### src/rtl/mcs4_pc_stack_if.sv
// Decoder-side bundle for the MCS-4 program counter / return-address stack.
// Latency: n/a (wiring only); ops and status cross it unregistered.
// Backpressure: none; the stack accepts one op every cycle.
interface mcs4_pc_stack_if #(
    parameter int ADDR_WIDTH = 12,
    parameter int DEPTH      = 3
);
    localparam int DW = $clog2(DEPTH + 1);

    logic                  op_valid;
    logic [2:0]            op;
    logic [ADDR_WIDTH-1:0] target_addr;
    logic                  err_clr;

    logic [ADDR_WIDTH-1:0] pc;
    logic [DW-1:0]         depth;
    logic                  full;
    logic                  empty;
    logic                  overflow;
    logic                  underflow;

    modport master (
        output op_valid, op, target_addr, err_clr,
        input  pc, depth, full, empty, overflow, underflow
    );

    modport slave (
        input  op_valid, op, target_addr, err_clr,
        output pc, depth, full, empty, overflow, underflow
    );
endinterface

### src/rtl/mcs4_pc_stack.sv
// MCS-4 program counter with a DEPTH-level return-address stack (wrap or saturate).
// Latency: one cycle; an op sampled on edge N is visible on pc/depth/flags after edge N.
// Backpressure: none; every valid op is consumed, illegal push/pop only raise sticky flags.
module mcs4_pc_stack #(
    parameter int ADDR_WIDTH = 12,
    parameter int DEPTH      = 3,
    parameter int WRAP_MODE  = 1,
    parameter int RESET_ADDR = 0
) (
    input  logic             clk,
    input  logic             rst_n,
    mcs4_pc_stack_if.slave   bus
);
    localparam int DW = $clog2(DEPTH + 1);
    localparam int PW = (DEPTH > 1) ? $clog2(DEPTH) : 1;

    localparam logic [2:0] OP_HOLD      = 3'd0;
    localparam logic [2:0] OP_INC       = 3'd1;
    localparam logic [2:0] OP_JUMP      = 3'd2;
    localparam logic [2:0] OP_CALL      = 3'd3;
    localparam logic [2:0] OP_RET       = 3'd4;
    localparam logic [2:0] OP_PAGE_JUMP = 3'd5;

    localparam logic [ADDR_WIDTH-1:0] PAGE_MASK = ADDR_WIDTH'(32'hFF);
    localparam logic [PW-1:0]         WP_LAST   = PW'(DEPTH - 1);
    localparam logic [DW-1:0]         DEPTH_MAX = DW'(DEPTH);
    localparam bit                    WRAP      = (WRAP_MODE != 0);

    if (DEPTH < 1) begin : g_bad_depth
        $error("mcs4_pc_stack: DEPTH must be at least 1");
    end

    logic [ADDR_WIDTH-1:0] pc_q, pc_nxt;
    logic [ADDR_WIDTH-1:0] stack_q [DEPTH];
    logic [PW-1:0]         wp_q, wp_nxt, wp_inc, wp_dec;
    logic [DW-1:0]         depth_q, depth_nxt;
    logic                  ovf_q, unf_q;
    logic                  push, ovf_set, unf_set;
    logic                  is_full, is_empty;

    assign is_full  = (depth_q == DEPTH_MAX);
    assign is_empty = (depth_q == '0);
    assign wp_inc   = (wp_q == WP_LAST) ? '0 : wp_q + 1'b1;
    assign wp_dec   = (wp_q == '0) ? WP_LAST : wp_q - 1'b1;

    always_comb begin
        pc_nxt    = pc_q;
        wp_nxt    = wp_q;
        depth_nxt = depth_q;
        push      = 1'b0;
        ovf_set   = 1'b0;
        unf_set   = 1'b0;
        if (bus.op_valid) begin
            case (bus.op)
                OP_INC:       pc_nxt = pc_q + 1'b1;
                OP_JUMP:      pc_nxt = bus.target_addr;
                OP_PAGE_JUMP: pc_nxt = (pc_q & ~PAGE_MASK) | (bus.target_addr & PAGE_MASK);
                OP_CALL: begin
                    if (is_full) begin
                        ovf_set = 1'b1;
                    end
                    // A full saturating stack drops the whole CALL, jump included.
                    if (!is_full || WRAP) begin
                        push   = 1'b1;
                        wp_nxt = wp_inc;
                        pc_nxt = bus.target_addr;
                        if (!is_full) begin
                            depth_nxt = depth_q + 1'b1;
                        end
                    end
                end
                OP_RET: begin
                    if (is_empty) begin
                        unf_set = 1'b1;
                    end
                    // Wrap mode pops even when empty and returns whatever the slot holds.
                    if (!is_empty || WRAP) begin
                        wp_nxt = wp_dec;
                        pc_nxt = stack_q[wp_dec];
                        if (!is_empty) begin
                            depth_nxt = depth_q - 1'b1;
                        end
                    end
                end
                OP_HOLD: ;
                default: ;
            endcase
        end
    end

    always_ff @(posedge clk or negedge rst_n) begin
        if (!rst_n) begin
            pc_q    <= ADDR_WIDTH'(RESET_ADDR);
            wp_q    <= '0;
            depth_q <= '0;
        end else begin
            pc_q    <= pc_nxt;
            wp_q    <= wp_nxt;
            depth_q <= depth_nxt;
        end
    end

    always_ff @(posedge clk or negedge rst_n) begin
        if (!rst_n) begin
            for (int i = 0; i < DEPTH; i++) begin
                stack_q[i] <= '0;
            end
        end else if (push) begin
            stack_q[wp_q] <= pc_q;
        end
    end

    // Sticky flags: a same-cycle set beats err_clr; err_clr ignores op_valid.
    always_ff @(posedge clk or negedge rst_n) begin
        if (!rst_n) begin
            ovf_q <= 1'b0;
            unf_q <= 1'b0;
        end else begin
            if (ovf_set) begin
                ovf_q <= 1'b1;
            end else if (bus.err_clr) begin
                ovf_q <= 1'b0;
            end
            if (unf_set) begin
                unf_q <= 1'b1;
            end else if (bus.err_clr) begin
                unf_q <= 1'b0;
            end
        end
    end

    assign bus.pc        = pc_q;
    assign bus.depth     = depth_q;
    assign bus.full      = is_full;
    assign bus.empty     = is_empty;
    assign bus.overflow  = ovf_q;
    assign bus.underflow = unf_q;
endmodule

### src/flat_wrapper.sv
// flat-port wrapper written by rule: the top's interface ports become plain ports
module mcs4_pc_stack_flat 
#(
    parameter int ADDR_WIDTH = 12,
    parameter int DEPTH      = 3,
    parameter int WRAP_MODE  = 1,
    parameter int RESET_ADDR = 0
)
  (clk, rst_n, bus_op_valid, bus_op, bus_target_addr, bus_err_clr, bus_pc, bus_depth, bus_full, bus_empty, bus_overflow, bus_underflow);
  mcs4_pc_stack_if #(.ADDR_WIDTH(ADDR_WIDTH), .DEPTH(DEPTH)) bus_i ();
  input  logic clk;
  input  logic rst_n;
  input wire logic [$bits(bus_i.op_valid)-1:0] bus_op_valid;
  input wire logic [$bits(bus_i.op)-1:0] bus_op;
  input wire logic [$bits(bus_i.target_addr)-1:0] bus_target_addr;
  input wire logic [$bits(bus_i.err_clr)-1:0] bus_err_clr;
  output wire logic [$bits(bus_i.pc)-1:0] bus_pc;
  output wire logic [$bits(bus_i.depth)-1:0] bus_depth;
  output wire logic [$bits(bus_i.full)-1:0] bus_full;
  output wire logic [$bits(bus_i.empty)-1:0] bus_empty;
  output wire logic [$bits(bus_i.overflow)-1:0] bus_overflow;
  output wire logic [$bits(bus_i.underflow)-1:0] bus_underflow;
  assign bus_i.op_valid = bus_op_valid;
  assign bus_i.op = bus_op;
  assign bus_i.target_addr = bus_target_addr;
  assign bus_i.err_clr = bus_err_clr;
  assign bus_pc = bus_i.pc;
  assign bus_depth = bus_i.depth;
  assign bus_full = bus_i.full;
  assign bus_empty = bus_i.empty;
  assign bus_overflow = bus_i.overflow;
  assign bus_underflow = bus_i.underflow;
  mcs4_pc_stack #(.ADDR_WIDTH(ADDR_WIDTH), .DEPTH(DEPTH), .WRAP_MODE(WRAP_MODE), .RESET_ADDR(RESET_ADDR)) u_core (.clk(clk), .rst_n(rst_n), .bus(bus_i));
endmodule
### config.mk
export PLATFORM = sky130hd
export DESIGN_NAME = mcs4_pc_stack_flat
export DESIGN_NICKNAME = d
export VERILOG_FILES = /design/src/rtl/mcs4_pc_stack_if.sv /design/src/rtl/mcs4_pc_stack.sv /design/src/flat_wrapper.sv
export SDC_FILE = /design/constraint.sdc
export NUM_CORES = 1
export LEC_CHECK = 0
export BUFFER_PORTS_ARGS = -buffer_cell sky130_fd_sc_hd__buf_2
export CAP_MARGIN = 40
export CORE_AREA = 4 4 88 90
export DETAILED_ROUTE_END_ITERATION = 12
export DIE_AREA = 0 0 92 94
export SETUP_SLACK_MARGIN = 0.1
export SLEW_MARGIN = 20
export SYNTH_ARGS = -nofsm -noshare
export SYNTH_HDL_FRONTEND = slang
export SYNTH_SLANG_ARGS = --single-unit
### constraint.sdc
create_clock -name clk -period 2.3 [get_ports clk]
set_input_delay 0.345 -clock clk [delete_from_list [all_inputs] [get_ports clk]]
set_output_delay 0.345 -clock clk [all_outputs]
set_load 0.005 [all_outputs]
Word level (Yosys, flattened, before mapping):

Cells that the tools add are included.

* add/subtract/negate cells: 5
* $lt $le $gt $ge: 3
* equal/unequal tests: 9
* mux-type cells: 24
* bitwise gates (word level): 3
* reduce and logical (&&, ||, !) cells: 11

Operators with widths (count)
* $pmux W12 S4: 1
* $bwmux W36: 1
* $mux W12: 3
* $bmux W12 S2: 1
* $demux W12 S2: 1
* $add A12 B1 Y12 const B: 1
* $or A12 B8 Y12: 1
* $mux W1: 11
* $mux W2: 4
* $pmux W2 S2: 2
* $eq A3 B2 Y1 const B: 2
* $eq A3 B3 Y1 const B: 2
* $ge A3 B3 Y1 const B: 2
* $not A2 Y3: 2
* $reduce_bool A2 Y1: 3
* $add A2 B1 Y2 const B: 2
* $eq A2 B2 Y1 const B: 2
* $logic_not A2 Y1: 2
* $ne A2 B2 Y1 const B: 2
* $reduce_and A2 Y1: 2
* $reduce_and A4 Y1: 1
* $reduce_bool A4 Y1: 1
* $sub A2 B1 Y2 const B: 2
* $eq A3 B1 Y1 const B: 1
* 3 further kinds: 3

* register bits: 54
* bits of input ports: 19
* output and inout port bits: 18
* logic and storage cells: 63

Longest topological paths before layout:

* depth after elaboration: 7
* depth in mapped cells: 7
* depth with buffers taken out: 6

Worst setup path before layout:

No wires, ideal clock.

* path kind: reg2reg
* start point: register u_core.wp_q[0]
* end point: register u_core.pc_q[6] (netlist: u_core.bus.pc[6])
* setup time: 0.121 ns
* data arrival time: 1.762 ns
* required time: 2.179 ns
* path slack: 0.417 ns
* cell stages (with the launch flop): 8
* buffers on the path: 1
* clock period less this slack: 1.883 ns
* path through: dfrtp_1 > inv_1 > ha_1 > buf_2 > mux2_2 > a221oi_1 > nor2_1 > o22a_1

* word-level cells in the longest chain between the ends: 7
* elaborated cells on any way between the ends: 8
* those cells by class: add/sub (1); mux (5); bitwise (1); reduce/logical (1)

RTL lines
* from (decl): RTL line mcs4_pc_stack.sv:35 `logic [PW-1:0] wp_q, wp_nxt, wp_inc, wp_dec;`
* from (signal assigned): RTL line mcs4_pc_stack.sv:98 `wp_q <= wp_nxt;`
* $sub A2 B1 Y2 or $logic_not A2 Y1 (tied branches): RTL line mcs4_pc_stack.sv:44 `assign wp_dec = (wp_q == '0) ? WP_LAST : wp_q - 1'b1;`
* $mux W2 (*): RTL line mcs4_pc_stack.sv:44
* $not A2 Y3 (implied by the code) (*): RTL line mcs4_pc_stack.sv:79 `pc_nxt = stack_q[wp_dec];`
* $bmux W12 S2 (*): RTL line mcs4_pc_stack.sv:79
* $mux W12 (implied by the code) (*) (2 in a row): RTL line mcs4_pc_stack.sv:79
* $pmux W12 S4 (*): RTL line mcs4_pc_stack.sv:54 `case (bus.op)`
* to (signal assigned): RTL line mcs4_pc_stack.sv:93 `pc_q <= ADDR_WIDTH'(RESET_ADDR);`
* to (signal assigned): RTL line mcs4_pc_stack.sv:97 `pc_q <= pc_nxt;`
* to (decl): RTL line mcs4_pc_stack.sv:33 `logic [ADDR_WIDTH-1:0] pc_q, pc_nxt;`

Mark *: on every way between the ends. The rest lies on a longest branch, timed or not. The select of a mux whose other input is x is not followed.
A chain may end at the register's enable or synchronous reset.

Worst setup path in the final report:

* start point: register u_core.wp_q[0]
* end point: register u_core.pc_q[9] (netlist: u_core.bus.pc[9])

Same word-level chain as after synthesis.

==> qor.yml <==
cts_hold_buf: 0
avgViaCountPerCell: 5.763
ant_nets: 0
arrival_ns: 2.15
powerDensity_nw_per_um2: 1007
syn-num-nets: 322
rsz0062_at_grt: "no"
syn2layout_area_growth_pct: 14.52
maxSlewHeadroom_pct: 54.10
seqPwrFrac_pct: 43.8
fin_ws_ns: 0.3328
worstSkewPairLatency_ns: 0.31
yosys.cell_count.top_type: "dfrtp_1"
irDropWorstVdd_uv: 420.7
finalCritPeriodShare_pct: 85.53
yosysWarnings: 0
drc: 0
cts_setup_buffers: 0
clock-skew-final_ns: 0.008427
fin_setup_tns_ns: 0
cts_root_buf: "clkbuf_8"
maxCapViolations: 0
min_period_ns: 1.967
clkPwrFrac_pct: 22.1
ioPinCount: 37
ctsResizeCount: 0
ys_seq_elements: 54
critPathKind: "flip-flop to flip-flop"
grt_max_degree: 55
worst_path_largest_cell_delay_ns: 0.41
drive_above_1_share_pct: 32.84
io_buffers: 36
htreeDepth: 2
cts_tree: "yes"
setup_viol: 0
coreArea_sq_um: 7059
synth-async-reset-ratio_pct: 100.0
rows: 31
swShare_pct: 33.06
synth_area_sq_um: 3119
cp_max_fo: 6
start_kind: "flip-flop"
grt_pass1_wl_um: 13480
syn_area_per_cell_sq_um: 10.54
die_h_um: 94
switchingPower_mw: 1.189
synth_top_cell_by_area: "dfrtp_1"
clockBufferDepth: 2
dr_total_vias: 2501
hpwl_um: 5820
p_int_mw: 2.407
final_util_pct: 50.60
outcome: "complete, no violations"
synth_cells: 296
grt_usage_pct: 20.24
p_leak_nw: 1.616
yosysUniqueCellTypes: 55
diodes: 0
clkSinkCount: 54
routed_wl_um: 8256
placedCellCount: 426
ys.flop_type: "dfrtp_1"
drt_iter0_markers: 229
stdcell_area_sq_um: 3572
grt_pass1_vias: 2443
cp_cell_sequence: "inv_1 > ha_1 > buf_4 > mux2_2 > a221o_1 > o22ai_1 > a211oi_1"
synth.area.top_cells: "dfrtp_1, mux2_2, ha_1, a21oi_1, o21ai_0"
first_pass_iters: 4
die_w_um: 92
cts_buffers: 5
place_ws_ns: 0.3742
netlist_top_cells_count: "dfrtp_1, mux2_2, a21oi_1"
synth-edff-count: 0
fmax_ghz: 0.5083
placed_cell_area_sq_um: 3430
tightest_slew_ns: 0.6885
slew_viol_final: 0
wl_per_cell_um: 19.02
final_cells: 434
hold_ws_ns: 0.1505
p_comb_share_pct: 34.1
p_total_mw: 3.597
min_path_type: "input port to asynchronous set/reset pin"
initial_core_util_pct: 44.19
hold_violations: 0
cp-end-kind: "flip-flop"
cp_slowest_cell: "dfrtp_1"
antenna_found_initial: 0
finalNetCount: 360
required_ns: 2.48
dieArea_sq_um: 8648
globalplace.congestion: 0.8381
overflow: 0
clk_pin_slew_ns: 0.10
ys_seq_area_share_pct: 43.32
synth_top_area_share_pct: 43.32
[critical path: cells and delay by family, from the launching register on]
kind,cells,cell delay (ns)
DFF,1,0.41
buffers and inverters,2,0.30
adders and majority gates,1,0.19
AOI/OAI and AO/OA,3,0.59
muxes,1,0.33
[power by group through the flow]
| stage | Clock, mW | Sequential (mW) | Combinational, mW |
|---|---|---|---|
| floorplan | 0 | 1.48 | 0.910 |
| global placement | 0 | 1.59 | 1.21 |
| detailed placement | 0 | 1.59 | 1.22 |
| CTS | 0.805 | 1.57 | 1.23 |
| global route | 0.830 | 1.63 | 1.37 |
| finish | 0.794 | 1.57 | 1.23 |
[final timing paths]
| check | startpoint | endpoint | slack (ns) | cells past startpoint |
|---|---|---|---|---|
| hold / removal | rst_n | u_core.stack_q[25] | 0.15 | 2 |
| max in group asynchronous | rst_n | u_core.bus.pc[9] | 1.69 | 2 |
| setup / recovery | u_core.wp_q[0] | u_core.bus.pc[9] | 0.33 | 7 |
| hold reg to reg | u_core.stack_q[20] | u_core.stack_q[20] | 0.51 | 1 |
| min in group clk | bus_err_clr | u_core.bus.overflow | 0.35 | 3 |
| setup reg to reg | u_core.wp_q[0] | u_core.bus.pc[9] | 0.33 | 7 |
[cells by family after synthesis]
logic type                 after synthesis  share of synthesized area [%]
adders and majority gates                7                          2.808
xor gates and xnor gates                 3                         0.8425
muxes                                   49                          17.61
and+or+nand+nor                         68                          12.27
buffers and inverters                   34                          5.214
AOI/OAI and AO/OA                       81                          17.93
DFF                                     54                          43.32
[routing by layer]
layer	global-route usage, %	vias to the layer above	share of wire [%]
li1	-	1188	-
met1	28.27	1220	47
met2	31.51	77	46
met3	3.606	16	5.0
met4	7.426	0	2.3
met5	0	-	0
[placed cells by master (no fill, tap or decap), types with 3 or more instances in the layout]
cell type  instances
o21ai_0           14
nand2b_1           3
o22ai_1            9
nor3_1             4
nor2b_1            5
a31oi_1            4
nand2_1           12
a211oi_1           3
dfrtp_1           54
mux2_2            47
clkbuf_8           6
a22o_1             4
a221o_1            5
inv_1             13
o211ai_1           4
or3_1              3
a211o_1            3
nand4_1            3
o31ai_1            4
buf_4             16
nor2_1            13
buf_2             36
a221oi_1           3
and3_1             3
ha_1               7
a21oi_1           15
nand3_1            7
[flip-flops by register name, indices dropped and copies added, names as in the netlist]
name / flops
u_core.bus.overflow: 1
u_core.wp_q: 2
u_core.bus.underflow: 1
u_core.bus.depth: 2
u_core.stack_q: 36
u_core.bus.pc: 12
[area by class of cell]
class / count / area (sq um)
inverters: 13 / 48.80
repair buffers: 52 / 300.3
flip-flops and latches: 54 / 1351
multi-input cells: 208 / 1605
clock inverters: 2 / 60.06
well taps: 99 / 123.9
fillers: 708 / 3487
clock buffers: 6 / 82.58
Note: power is estimated with default switching activity, not from simulation.
